### src/rtl/cart_arb_pkg.sv
// Shared constants for the cart memory arbiter: requester indices, select
// encodings and the open-bus read value.
package cart_arb_pkg;

  localparam int NUM_REQ  = 3;
  localparam int REQ_PPU  = 0;
  localparam int REQ_CPU  = 1;
  localparam int REQ_HOST = 2;

  // Select field layout is {prg, chr, ram}.
  localparam logic [2:0] SEL_PRG = 3'b100;
  localparam logic [2:0] SEL_CHR = 3'b010;
  localparam logic [2:0] SEL_RAM = 3'b001;

  localparam logic [7:0] OPEN_BUS_DFLT = 8'hFF;

  function automatic logic sel_legal(input logic [2:0] s);
    return (s == SEL_PRG) || (s == SEL_CHR) || (s == SEL_RAM);
  endfunction

endpackage

### src/rtl/cart_arb_starve_ctr.sv
// Saturating wait counter for one requester; promoted is high once the
// requester has waited LIMIT counted cycles without a grant.
module cart_arb_starve_ctr #(
  parameter int LIMIT = 8
) (
  input  logic clock,
  input  logic reset,
  input  logic enable,
  input  logic pending,
  input  logic granted,
  output logic promoted
);

  localparam int CW = $clog2(LIMIT + 1);

  logic [CW-1:0] count;

  // NOTE: sequential state uses non-blocking assignments so every register
  // samples the pre-edge values and evaluation order cannot change results.
  always_ff @(posedge clock) begin
    if (reset)
      count <= '0;
    else if (!pending || granted)
      count <= '0;
    else if (enable && (count != CW'(LIMIT)))
      count <= count + 1'b1;
  end

  assign promoted = (count == CW'(LIMIT));

endmodule

### src/rtl/cart_mem_arbiter.sv
// Three-way arbiter for the single-ported cart memory (PPU, CPU, host) with
// anti-starvation promotion. Define CART_ARB_STATS_EN to add stat counters.
module cart_mem_arbiter
  import cart_arb_pkg::*;
#(
  parameter int         ADDR_W       = 21,
  parameter int         STARVE_LIMIT = 8,
  parameter logic [7:0] OPEN_BUS     = OPEN_BUS_DFLT
) (
  input  logic                  clock,
  input  logic                  reset,
  input  logic                  cart_ready,
  input  logic [2:0]            req,
  input  logic [2:0]            we,
  input  logic [8:0]            sel,
  input  logic [3*ADDR_W-1:0]   addr,
  input  logic [23:0]           wdata,
  output logic [2:0]            ack,
  output logic [2:0]            rvalid,
  output logic [7:0]            rdata,
  output logic [ADDR_W-1:0]     mem_address,
  output logic                  mem_prg_sel,
  output logic                  mem_chr_sel,
  output logic                  mem_ram_sel,
  output logic                  mem_rden,
  output logic                  mem_wren,
  output logic [7:0]            mem_write_data,
  input  logic [7:0]            mem_read_data
`ifdef CART_ARB_STATS_EN
  ,
  input  logic                  stat_clear,
  output logic [15:0]           stat_conflicts,
  output logic [15:0]           stat_promotions
`endif
);

  logic              cpu_prom, host_prom;
  logic [2:0]        grant;
  logic              win_prom;
  logic              win_we;
  logic [2:0]        win_sel;
  logic [ADDR_W-1:0] win_addr;
  logic [7:0]        win_wdata;
  logic              win_legal;

  logic [2:0]        iss_rd_grant;
  logic              iss_legal;
  logic [2:0]        ret_rvalid;
  logic              ret_legal;
  logic [7:0]        rdata_q;

  cart_arb_starve_ctr #(.LIMIT(STARVE_LIMIT)) u_starve_cpu (
    .clock    (clock),
    .reset    (reset),
    .enable   (cart_ready),
    .pending  (req[REQ_CPU]),
    .granted  (grant[REQ_CPU]),
    .promoted (cpu_prom)
  );

  cart_arb_starve_ctr #(.LIMIT(STARVE_LIMIT)) u_starve_host (
    .clock    (clock),
    .reset    (reset),
    .enable   (cart_ready),
    .pending  (req[REQ_HOST]),
    .granted  (grant[REQ_HOST]),
    .promoted (host_prom)
  );

  // Promotion is qualified by req: a counter still reads LIMIT in the cycle
  // its requester withdraws.
  // NOTE: every always_comb output gets a default first so no path can
  // leave it unassigned and infer a latch.
  always_comb begin
    grant    = '0;
    win_prom = 1'b0;
    if (cart_ready) begin
      if (req[REQ_CPU] && cpu_prom) begin
        grant[REQ_CPU] = 1'b1;
        win_prom       = 1'b1;
      end else if (req[REQ_HOST] && host_prom) begin
        grant[REQ_HOST] = 1'b1;
        win_prom        = 1'b1;
      end else if (req[REQ_PPU]) begin
        grant[REQ_PPU] = 1'b1;
      end else if (req[REQ_CPU]) begin
        grant[REQ_CPU] = 1'b1;
      end else if (req[REQ_HOST]) begin
        grant[REQ_HOST] = 1'b1;
      end
    end
  end

  always_comb begin
    win_we    = 1'b0;
    win_sel   = '0;
    win_addr  = '0;
    win_wdata = '0;
    for (int i = 0; i < NUM_REQ; i++) begin
      if (grant[i]) begin
        win_we    = we[i];
        win_sel   = sel[3*i +: 3];
        win_addr  = addr[ADDR_W*i +: ADDR_W];
        win_wdata = wdata[8*i +: 8];
      end
    end
    win_legal = sel_legal(win_sel);
  end

  assign ack = grant;

  // NOTE: pipeline valid bits are reset so an operation in flight at reset
  // never produces a late strobe or rvalid; payload registers need no reset
  // beyond what the interface requires.
  always_ff @(posedge clock) begin
    if (reset) begin
      mem_rden       <= 1'b0;
      mem_wren       <= 1'b0;
      mem_prg_sel    <= 1'b0;
      mem_chr_sel    <= 1'b0;
      mem_ram_sel    <= 1'b0;
      mem_address    <= '0;
      mem_write_data <= '0;
      iss_rd_grant   <= '0;
      iss_legal      <= 1'b0;
      ret_rvalid     <= '0;
      ret_legal      <= 1'b0;
      rdata_q        <= '0;
    end else begin
      mem_rden <= (|grant) && win_legal && !win_we;
      mem_wren <= (|grant) && win_legal && win_we;
      {mem_prg_sel, mem_chr_sel, mem_ram_sel} <= ((|grant) && win_legal) ? win_sel : 3'b000;
      if (|grant) begin
        mem_address    <= win_addr;
        mem_write_data <= win_wdata;
      end
      iss_rd_grant <= win_we ? 3'b000 : grant;
      iss_legal    <= win_legal;
      ret_rvalid   <= iss_rd_grant;
      ret_legal    <= iss_legal;
      rdata_q      <= rdata;
    end
  end

  // Read data arrives the cycle after mem_rden, so it is forwarded directly
  // with rvalid and captured to hold afterwards.
  assign rvalid = ret_rvalid;
  assign rdata  = (|ret_rvalid) ? (ret_legal ? mem_read_data : OPEN_BUS) : rdata_q;

`ifdef CART_ARB_STATS_EN
  logic multi_pending;
  assign multi_pending = (req[0] & req[1]) | (req[0] & req[2]) | (req[1] & req[2]);

  always_ff @(posedge clock) begin
    if (reset || stat_clear) begin
      stat_conflicts  <= '0;
      stat_promotions <= '0;
    end else begin
      if (multi_pending && cart_ready && (stat_conflicts != 16'hFFFF))
        stat_conflicts <= stat_conflicts + 16'd1;
      if (win_prom && (stat_promotions != 16'hFFFF))
        stat_promotions <= stat_promotions + 16'd1;
    end
  end
`endif

endmodule

### config.mk
export PLATFORM = sky130hd
export DESIGN_NAME = cart_mem_arbiter
export DESIGN_NICKNAME = d
export VERILOG_FILES = /design/src/rtl/cart_arb_pkg.sv /design/src/rtl/cart_arb_starve_ctr.sv /design/src/rtl/cart_mem_arbiter.sv
export SDC_FILE = /design/constraint.sdc
export NUM_CORES = 1
export LEC_CHECK = 0
export BUFFER_PORTS_ARGS = -buffer_cell sky130_fd_sc_hd__buf_2
export CORE_UTILIZATION = 40
export DETAILED_ROUTE_END_ITERATION = 8
export HOLD_SLACK_MARGIN = 0.03
export PLACE_DENSITY = 0.85
export SYNTH_ARGS = -nofsm -noshare
export SYNTH_HDL_FRONTEND = slang
export SYNTH_SLANG_ARGS = --single-unit
### constraint.sdc
create_clock -name clock -period 3.2 [get_ports clock]
set_input_delay 0.16 -clock clock [delete_from_list [all_inputs] [get_ports clock]]
set_output_delay 0.16 -clock clock [all_outputs]
set_load 0.1 [all_outputs]
-- Yosys cells after proc, flatten, opt, wreduce, memory -nomap -nowiden
Index checks and enable logic that the tools add are counted.
- add/sub/neg operators: 2
- multiply operators: 0
- div/mod/pow operators: 0
- magnitude comparators: 0
- equality and inequality tests: 7
- shifts and indexed selects: 0
- mux-type cells: 25
- bitwise operators: 1
- reduce and logical (&&, ||, !) cells: 20
- operators by type and width (cell ; number):
    21-bit two-way mux ; 3
    8-bit two-way mux ; 5
    3-bit two-way mux ; 4
    1-bit two-way mux ; 11
    4-bit by 1-bit adder with 4-bit output, second input constant ; 2
    4-bit equality test, second input constant ; 2
    4-bit inequality test, second input constant ; 2
    2-bit OR reduction ; 4
    1-bit logical AND ; 7
    3-bit OR reduction ; 2
    1-bit logical OR ; 4
    2-bit two-way mux ; 2
    3-bit by 1-bit equality test with 1-bit output, second input constant ; 1
    3-bit by 2-bit equality test with 1-bit output, second input constant ; 1
    3-bit equality test, second input constant ; 1
    1-bit logical NOT ; 3
    1-bit NOT ; 1
- flip-flop bits (word level): 58
- bits in latches: 0
- RAM bits: 0
- ROM bits: 0
- output and inout port bits: 48
- memories kept: 0

-- Depth between registers and ports, before layout
Gate-level depths: netlist (run 1).
- word-level depth: 15
- gate-level depth with buffers: 10

-- Modules after synthesis
From an unflattened synthesis (run 1), not the netlist that was laid out.
- cell total of the unflattened synthesis: 284
- area, all modules: 2528.7 sq um
- by module, submodules not included (module ; times used ; cells an instance ; area an instance (sq um)):
    cart_mem_arbiter ; 1 ; 234 ; 2088.3
    cart_arb_starve_ctr ; 2 ; 25 ; 220.2

-- Least setup slack after synthesis (run 1)
OpenSTA, ideal clock, no wires.
- kind: reg2reg
- start: register ret_rvalid[1] (netlist: rvalid[1])
- end: register rdata_q[5]
- setup time: 0.072 ns
- arrival: 3.497 ns
- path slack: -0.369 ns
- cell stages (with the launch flop): 7
- path buffers: 2
- period minus slack after synthesis: 3.569 ns
- cell sequence: dfxtp_1 > or3_1 > clkbuf_1 > clkbuf_1 > nor2_1 > a31oi_1 > nor2b_1
- longest elaborated chain between the ends: 2
- ends and longest elaborated chain (what ; RTL line ; text):
    from (decl) ; cart_mem_arbiter.sv:48 ; logic [2:0] ret_rvalid;
    from (signal assigned) ; cart_mem_arbiter.sv:139 ; ret_rvalid <= iss_rd_grant;
    3-bit OR reduction ; cart_mem_arbiter.sv:148 ; assign rdata = (|ret_rvalid) ? (ret_legal ? mem_read_data : OPEN_BUS) : rdata_q;
    8-bit two-way mux ; cart_mem_arbiter.sv:148 ;
    via rdata[5] ; cart_mem_arbiter.sv:20 ; output logic [7:0] rdata,
    to (signal assigned) ; cart_mem_arbiter.sv:141 ; rdata_q <= rdata;
    to (decl) ; cart_mem_arbiter.sv:50 ; logic [7:0] rdata_q;
The timed path passes the listed nets, and every way through them passes these cells.
A chain may end at the register's enable or synchronous reset.

-- Worst setup path after layout (run 1)
- start: register u_starve_cpu.count[0]
- end: register mem_wren
- longest elaborated chain between the ends: 12
- elaborated cells on any way between the ends: 20
- ends and longest elaborated chain (what ; RTL line ; text):
    from (decl) ; cart_arb_starve_ctr.sv:16 ; logic [CW-1:0] count;
    from (signal assigned) ; cart_arb_starve_ctr.sv:26 ; count <= count + 1'b1;
    4-bit equality test (*) ; cart_arb_starve_ctr.sv:29 ; assign promoted = (count == CW'(LIMIT));
    1-bit logical AND (*) ; cart_mem_arbiter.sv:78 ; if (req[REQ_CPU] && cpu_prom) begin
    1-bit two-way mux ; cart_mem_arbiter.sv:78 ;
    3-bit two-way mux (*) ; cart_mem_arbiter.sv:77 ; if (cart_ready) begin
    3-bit two-way mux (3 in series) ; cart_mem_arbiter.sv:100 ; if (grant[i]) begin
    3-bit equality test or 3-bit by 2-bit equality test with 1-bit output (tied branches) ; cart_arb_pkg.sv:18 ; return (s == SEL_PRG) || (s == SEL_CHR) || (s == SEL_RAM);
    1-bit logical OR (2 in series) ; cart_arb_pkg.sv:18 ;
    1-bit logical AND ; cart_mem_arbiter.sv:131 ; mem_wren <= (|grant) && win_legal && win_we;
    1-bit logical AND (*) ; cart_mem_arbiter.sv:131 ;
    to (signal assigned) ; cart_mem_arbiter.sv:131 ;
    to (decl) ; cart_mem_arbiter.sv:26 ; output logic mem_wren,
Mark *: on every way between the ends. The rest lies on a longest branch, timed or not.

==> results of run 1 <==
-- worst max path at each step --
stage                                startpoint         end  cells past startpoint
after global placement    u_starve_cpu.count[0]    mem_wren                      8
after CTS                 u_starve_cpu.count[0]    mem_wren                      8
after detailed placement  u_starve_cpu.count[0]    mem_wren                      8
final                     u_starve_cpu.count[0]    mem_wren                      8
after global routing      u_starve_cpu.count[0]    mem_wren                      8
after floorplan                       rvalid[1]  rdata_q[5]                      6
-- area by class of cell --
cell class / count / area (µm²) / share of cell area, %
well taps: 77 / 96.3 / 2.64
flip-flops and latches: 58 / 1160 / 31.9
inverters: 16 / 60.1 / 1.65
multi-input cells: 204 / 1280 / 35.3
repair buffers: 165 / 838 / 23.0
clock inverters: 2 / 35.0 / 0.961
clock buffers: 13 / 169 / 4.63
-- cells by family after synthesis --
kind of cell             after synthesis  share of synthesized area, %
multiplexers                           1                         0.860
flip-flops                            58                          44.4
adder cells (fa/ha/maj)                4                          1.91
XOR/XNOR                               7                          2.34
AND/OR/NAND/NOR                       95                          18.0
buffers and inverters                 41                          6.55
AO/OA/AOI/OAI                         97                          26.0
-- through the flow --
stage	area (µm²)	setup slack (ps)
global placement	3440	732
detailed placement	3440	568
finish	3640	518
global route	3640	303
floorplan	2620	-369
CTS	3640	537
-- where the power goes --
group	total, mW	internal, mW	switching (mW)
Combinational	0.595	0.141	0.453
Sequential	0.786	0.766	0.0199
Clock	0.676	0.418	0.258
Total	2.06	1.33	0.731
-- layer usage --
metal  global-route usage (%)  vias to the layer above  wire length (µm)
met1                     21.9                     1282              2980
met2                     36.1                      126              3530
met3                     5.47                        6               423
met5                        0                        -                 0
met4                     6.43                        0                65
li1                         -                     1407                 -
-- Yosys cell counts, types with 2 or more instances --
library cell / instances
a211oi_1: 17
ha_1: 4
nor3_1: 2
o21ai_1: 2
nand4b_1: 2
inv_1: 15
xnor2_1: 3
and4b_1: 2
nand4_1: 4
nand3b_1: 4
a22oi_1: 17
nand2_1: 19
o21ai_0: 17
xor2_1: 4
a222oi_1: 14
nor2b_1: 13
dfxtp_1: 58
a31oi_1: 9
and2_1: 3
nor2_1: 36
a21oi_1: 14
clkbuf_1: 20
clkbuf_2: 2
nand3_1: 4
buf_4: 2
-- critical path: cells and delay by family, from the launching register on --
| family | cells | cell delay, ps |
|---|---|---|
| flip-flops | 1 | 370 |
| adder cells (fa/ha/maj) | 1 | 230 |
| AO/OA/AOI/OAI | 2 | 1130 |
| buffers and inverters | 1 | 90 |
| XOR/XNOR | 1 | 210 |
| multiplexers | 1 | 190 |
| AND/OR/NAND/NOR | 2 | 320 |
-- layout by cell type, fill, tap and decap left out, drive strengths merged, types with 13 or more instances in the layout --
master  count
a211oi     17
a21oi      14
a222oi     14
a22oi      17
buf       165
clkbuf     13
dfxtp      58
inv        16
nand2      19
nor2       36
nor2b      13
o21ai      19
-- sequential cells by signal, indices dropped and copies added, names as in the netlist --
signal and flops:
mem_wren 1, u_starve_cpu.count 4, mem_write_data 8, ret_legal 1
rvalid 3, mem_ram_sel 1, mem_chr_sel 1, rdata_q 8
iss_legal 1, mem_address 21, mem_prg_sel 1, u_starve_host.count 4
mem_rden 1, iss_rd_grant 3
==> flow_summary.ini, run 1 <==
[synth]
synth_area_leaders = dfxtp_1 44%, a222oi_1 5.4%, nor2_1 5.2%
ys_ff_latch = 58
syn-num-nets = 420
synthDistinctLibCells = 41
synth_edf_count = 0
syn_avg_cell_area_um2 = 8.64
ys.flop_type = dfxtp_1
yosysWarnings = 0
synth_cells = 303
ys_async_sr_fraction_pct = 0
yosysTopAreaCell = dfxtp_1
netlist_area_um2 = 2620
yosysSeqAreaShare_pct = 44.4
synth_top_area_share_pct = 44.4

[cells_and_area]
instances_no_fill = 535
final_core_util_pct = 57.4
n_fill_cell = 599
drive_gt1_share_pct = 40.0
synthToLayoutAreaGrowth_pct = 39.2
fin_nets = 571
antennaDiodeCount = 0

[critical_path]
worstSetupPathType = register to register
reg2reg_to = mem_wren
path_max_fanout = 16
critical_path.startpoint_type = register
cp_cell_sequence = inv_1 > ha_1 > and4b_1 > a22o_1 > a222oi_1 > xnor2_1 > mux2i_4 > nor3_1
reg2reg_depth = 8
cp_slowest_cell = a222oi_1
crit_path_end_kind = register
cp.required_ps = 3370
critPathMaxStageDelay_ps = 670
critPathArrivalTime_ps = 2850
r2r_slack_ps = 520
reg2reg_from = u_starve_cpu.count[0]

[route]
drtPass1Iterations = 5
ant_nets = 0
avgRoutedWirePerCell_um = 13.1
wirelength_um = 7000
viasPerCell = 5.27
via_count = 2821
drcViolationCount = 0
drt-initial-drc-count = 136

[sta]
final.min_clock_period_ps = 2680
skew_ps = 7.35
tns_ps = 0
fin_worst_hold_slack_ps = 122
slew_headroom_pct = 42.9
slew_violations = 0
clock.fmax_mhz = 373
worst_slew_pin_slew_ps = 857
finalCritPeriodShare_pct = 83.8
hold_viol_final = 0
setup_violations = 0
rsz0062_at_grt = false

[clocking]
path_clk_slew_ps = 60
insertion_delay_ps = 320
htreeDepth = 3
cts_buffers = 9
cts_sinks = 58
post_cts_buffers = 0
clockRootBuffer = clkbuf_8
cts_resized = 0
tritoncts = yes
clockBufferDepth = 2
cts_hold_buf = 0

[global_route]
gr-total-overflow = 0
first_global_vias = 2513
grt_pass1_wl_um = 11100
grt_max_degree = 50
grt_usage_pct = 19.7
antenna_found_initial = 0

[pwr]
power_mw = 2.06
ir_drop_uv = 386
p_leak_nw = 1.74
power_per_cell_area_nw_per_um2 = 564

[worst_hold_path]
hp-class = primary input to register
min-delay-start = addr[14]
hold_end = mem_address[14]
whs_path_depth = 3

[place]
gp_congestion = 0.827
io_buffers = 160
place_inst = 520
dpl.hpwl_um = 5230

[floorplanning]
coreArea_um2 = 6350
pin_count = 161
dieArea_um2 = 6870
die_h_um = 82.9
start_util_pct = 41.2
fp.dieW_um = 82.9
num_rows = 29

[status]
outcome = finished clean

[run]
maxCapViolations = 0
No activity file was read; power rests on OpenSTA's default activity.
==> run 2: changes to the inputs <==
==> constraint.sdc (replaced) <==
create_clock -name clock -period 2.8 [get_ports clock]
set_input_delay 0.14 -clock clock [delete_from_list [all_inputs] [get_ports clock]]
set_output_delay 0.14 -clock clock [all_outputs]
set_load 0.1 [all_outputs]
==> run 2 against run 1 <==
  * Worst setup slack worse by 170 ps
  * Combinational power increased by 17%
  * Core utilization increased by 1.9 points
  * Critical path type unchanged
  * Largest cell class unchanged
==> flow_summary.ini, run 2 (same netlist as run 1, synthesis figures left out) <==
[status]
outcome = finished clean

[clocking]
insertion_delay_ps = 340
cts_hold_buf = 0
clockRootBuffer = clkbuf_8
path_clk_slew_ps = 80
tritoncts = yes
post_cts_buffers = 0
cts_buffers = 9
cts_sinks = 58
clockBufferDepth = 2
htreeDepth = 3
cts_resized = 0

[floorplanning]
coreArea_um2 = 6350
die_h_um = 82.9
fp.dieW_um = 82.9
num_rows = 29
start_util_pct = 41.2
dieArea_um2 = 6870
pin_count = 161

[place]
pre_cts_ws_ps = 376
dpl.hpwl_um = 5610
gp_congestion = 0.836
io_buffers = 160

[cells_and_area]
antennaDiodeCount = 0
reg_top3 = mem_address (21), mem_write_data (8), rdata_q (8)
multiInputGateArea_um2 = 1350
synthToLayoutAreaGrowth_pct = 43.9
drive_gt1_share_pct = 42.8
largest_register = mem_address
register_area_um2 = 1160
largest_reg_flops = 21
final_common_cell = buf_2
final_cell_mix = 158 x buf_2, 55 x dfxtp_1, 36 x nor2_1
n_fill_cell = 558
fin_nets = 572

[critical_path]
cp_slowest_cell = a222oi_1
critPathArrivalTime_ps = 2630
critPathMaxStageDelay_ps = 530
cp.required_ps = 2980
critical_path.startpoint_type = register
crit_path_end_kind = register
cp_cell_sequence = inv_1 > ha_1 > and4b_1 > a211o_1 > inv_2 > a222oi_1 > xnor2_1 > mux2i_4 > nor3_1
worstSetupPathType = register to register
path_max_fanout = 15

[pwr]
ir_drop_uv = 423
power_per_cell_area_nw_per_um2 = 649
p_leak_nw = 1.75

[global_route]
antenna_found_initial = 0
first_global_vias = 2757
gr-total-overflow = 0
grt_max_degree = 50
grt_pass1_wl_um = 12500
grt_usage_pct = 22.5

[sta]
clock.fmax_mhz = 408
hold_viol_final = 0
tns_ps = 0
setup_violations = 0
slew_violations = 0
finalCritPeriodShare_pct = 87.5
slew_headroom_pct = 42.1
skew_ps = 15.3
worst_slew_pin_slew_ps = 869
rsz0062_at_grt = false
setup_ws_ps = 351
final.min_clock_period_ps = 2450

[route]
drcViolationCount = 0
avgRoutedWirePerCell_um = 14.0
drtPass1Iterations = 5
via_count = 2910
drt-initial-drc-count = 150
wirelength_um = 7530
viasPerCell = 5.42
ant_nets = 0

[run]
maxCapViolations = 0

[worst_hold_path]
hp-class = primary input to register
[run 2: per-stage QoR]
step	power, mW	area, µm²	instances	hold WS [ps]	utilization [%]
floorplan	1.45	2690	303	327	-
global route	2.55	3770	537	88.4	59.3
finish	2.44	3770	537	95.2	59.3
detailed placement	1.62	3550	521	424	55.9
CTS	2.46	3770	537	87.5	59.3
global placement	1.61	3550	521	420	55.9
[run 2: layout make-up]
| cell class | instances | area share, % |
|---|---|---|
| tap | 77 | 2.56 |
| timing repair buffer | 166 | 23.2 |
| clock inverter | 7 | 2.49 |
| clock buffer | 9 | 3.29 |
| multi-input combinational | 204 | 35.9 |
| sequential | 58 | 30.9 |
| inverter | 16 | 1.59 |
[run 2: where the power goes]
group	total (mW)	switching, mW	leakage [nW]	internal [mW]
clock	0.845	0.347	0.105	0.499
sequential	0.901	0.0255	0.477	0.875
combinational	0.699	0.527	1.17	0.171
[run 2: per-layer routing]
| metal | share of wire, % | vias up | global-route usage [%] |
|---|---|---|---|
| li1 | - | 1409 | - |
| met1 | 39 | 1323 | 25.5 |
| met2 | 51 | 150 | 38.6 |
| met3 | 6.9 | 28 | 5.77 |
| met4 | 3.5 | 0 | 11.9 |
| met5 | 0 | - | 0 |
[run 2: critical path: cells and delay by family (launching register included)]
kind / cells / cell delay (ps)
flops: 1 / 330
simple gates: 2 / 360
buf+inv: 2 / 260
compound gates: 2 / 760
fa+ha+maj: 1 / 200
mux: 1 / 190
xor+xnor: 1 / 200
[run 2: final timing paths]
kind / startpoint / endpoint / slack (ps) / cells past startpoint
setup / recovery: u_starve_cpu.count[0] / mem_wren / 350 / 9
hold / removal: wdata[2] / mem_write_data[2] / 100 / 3
setup reg to reg: u_starve_cpu.count[0] / mem_wren / 350 / 9
hold reg to reg: iss_rd_grant[0] / rvalid[0] / 440 / 1
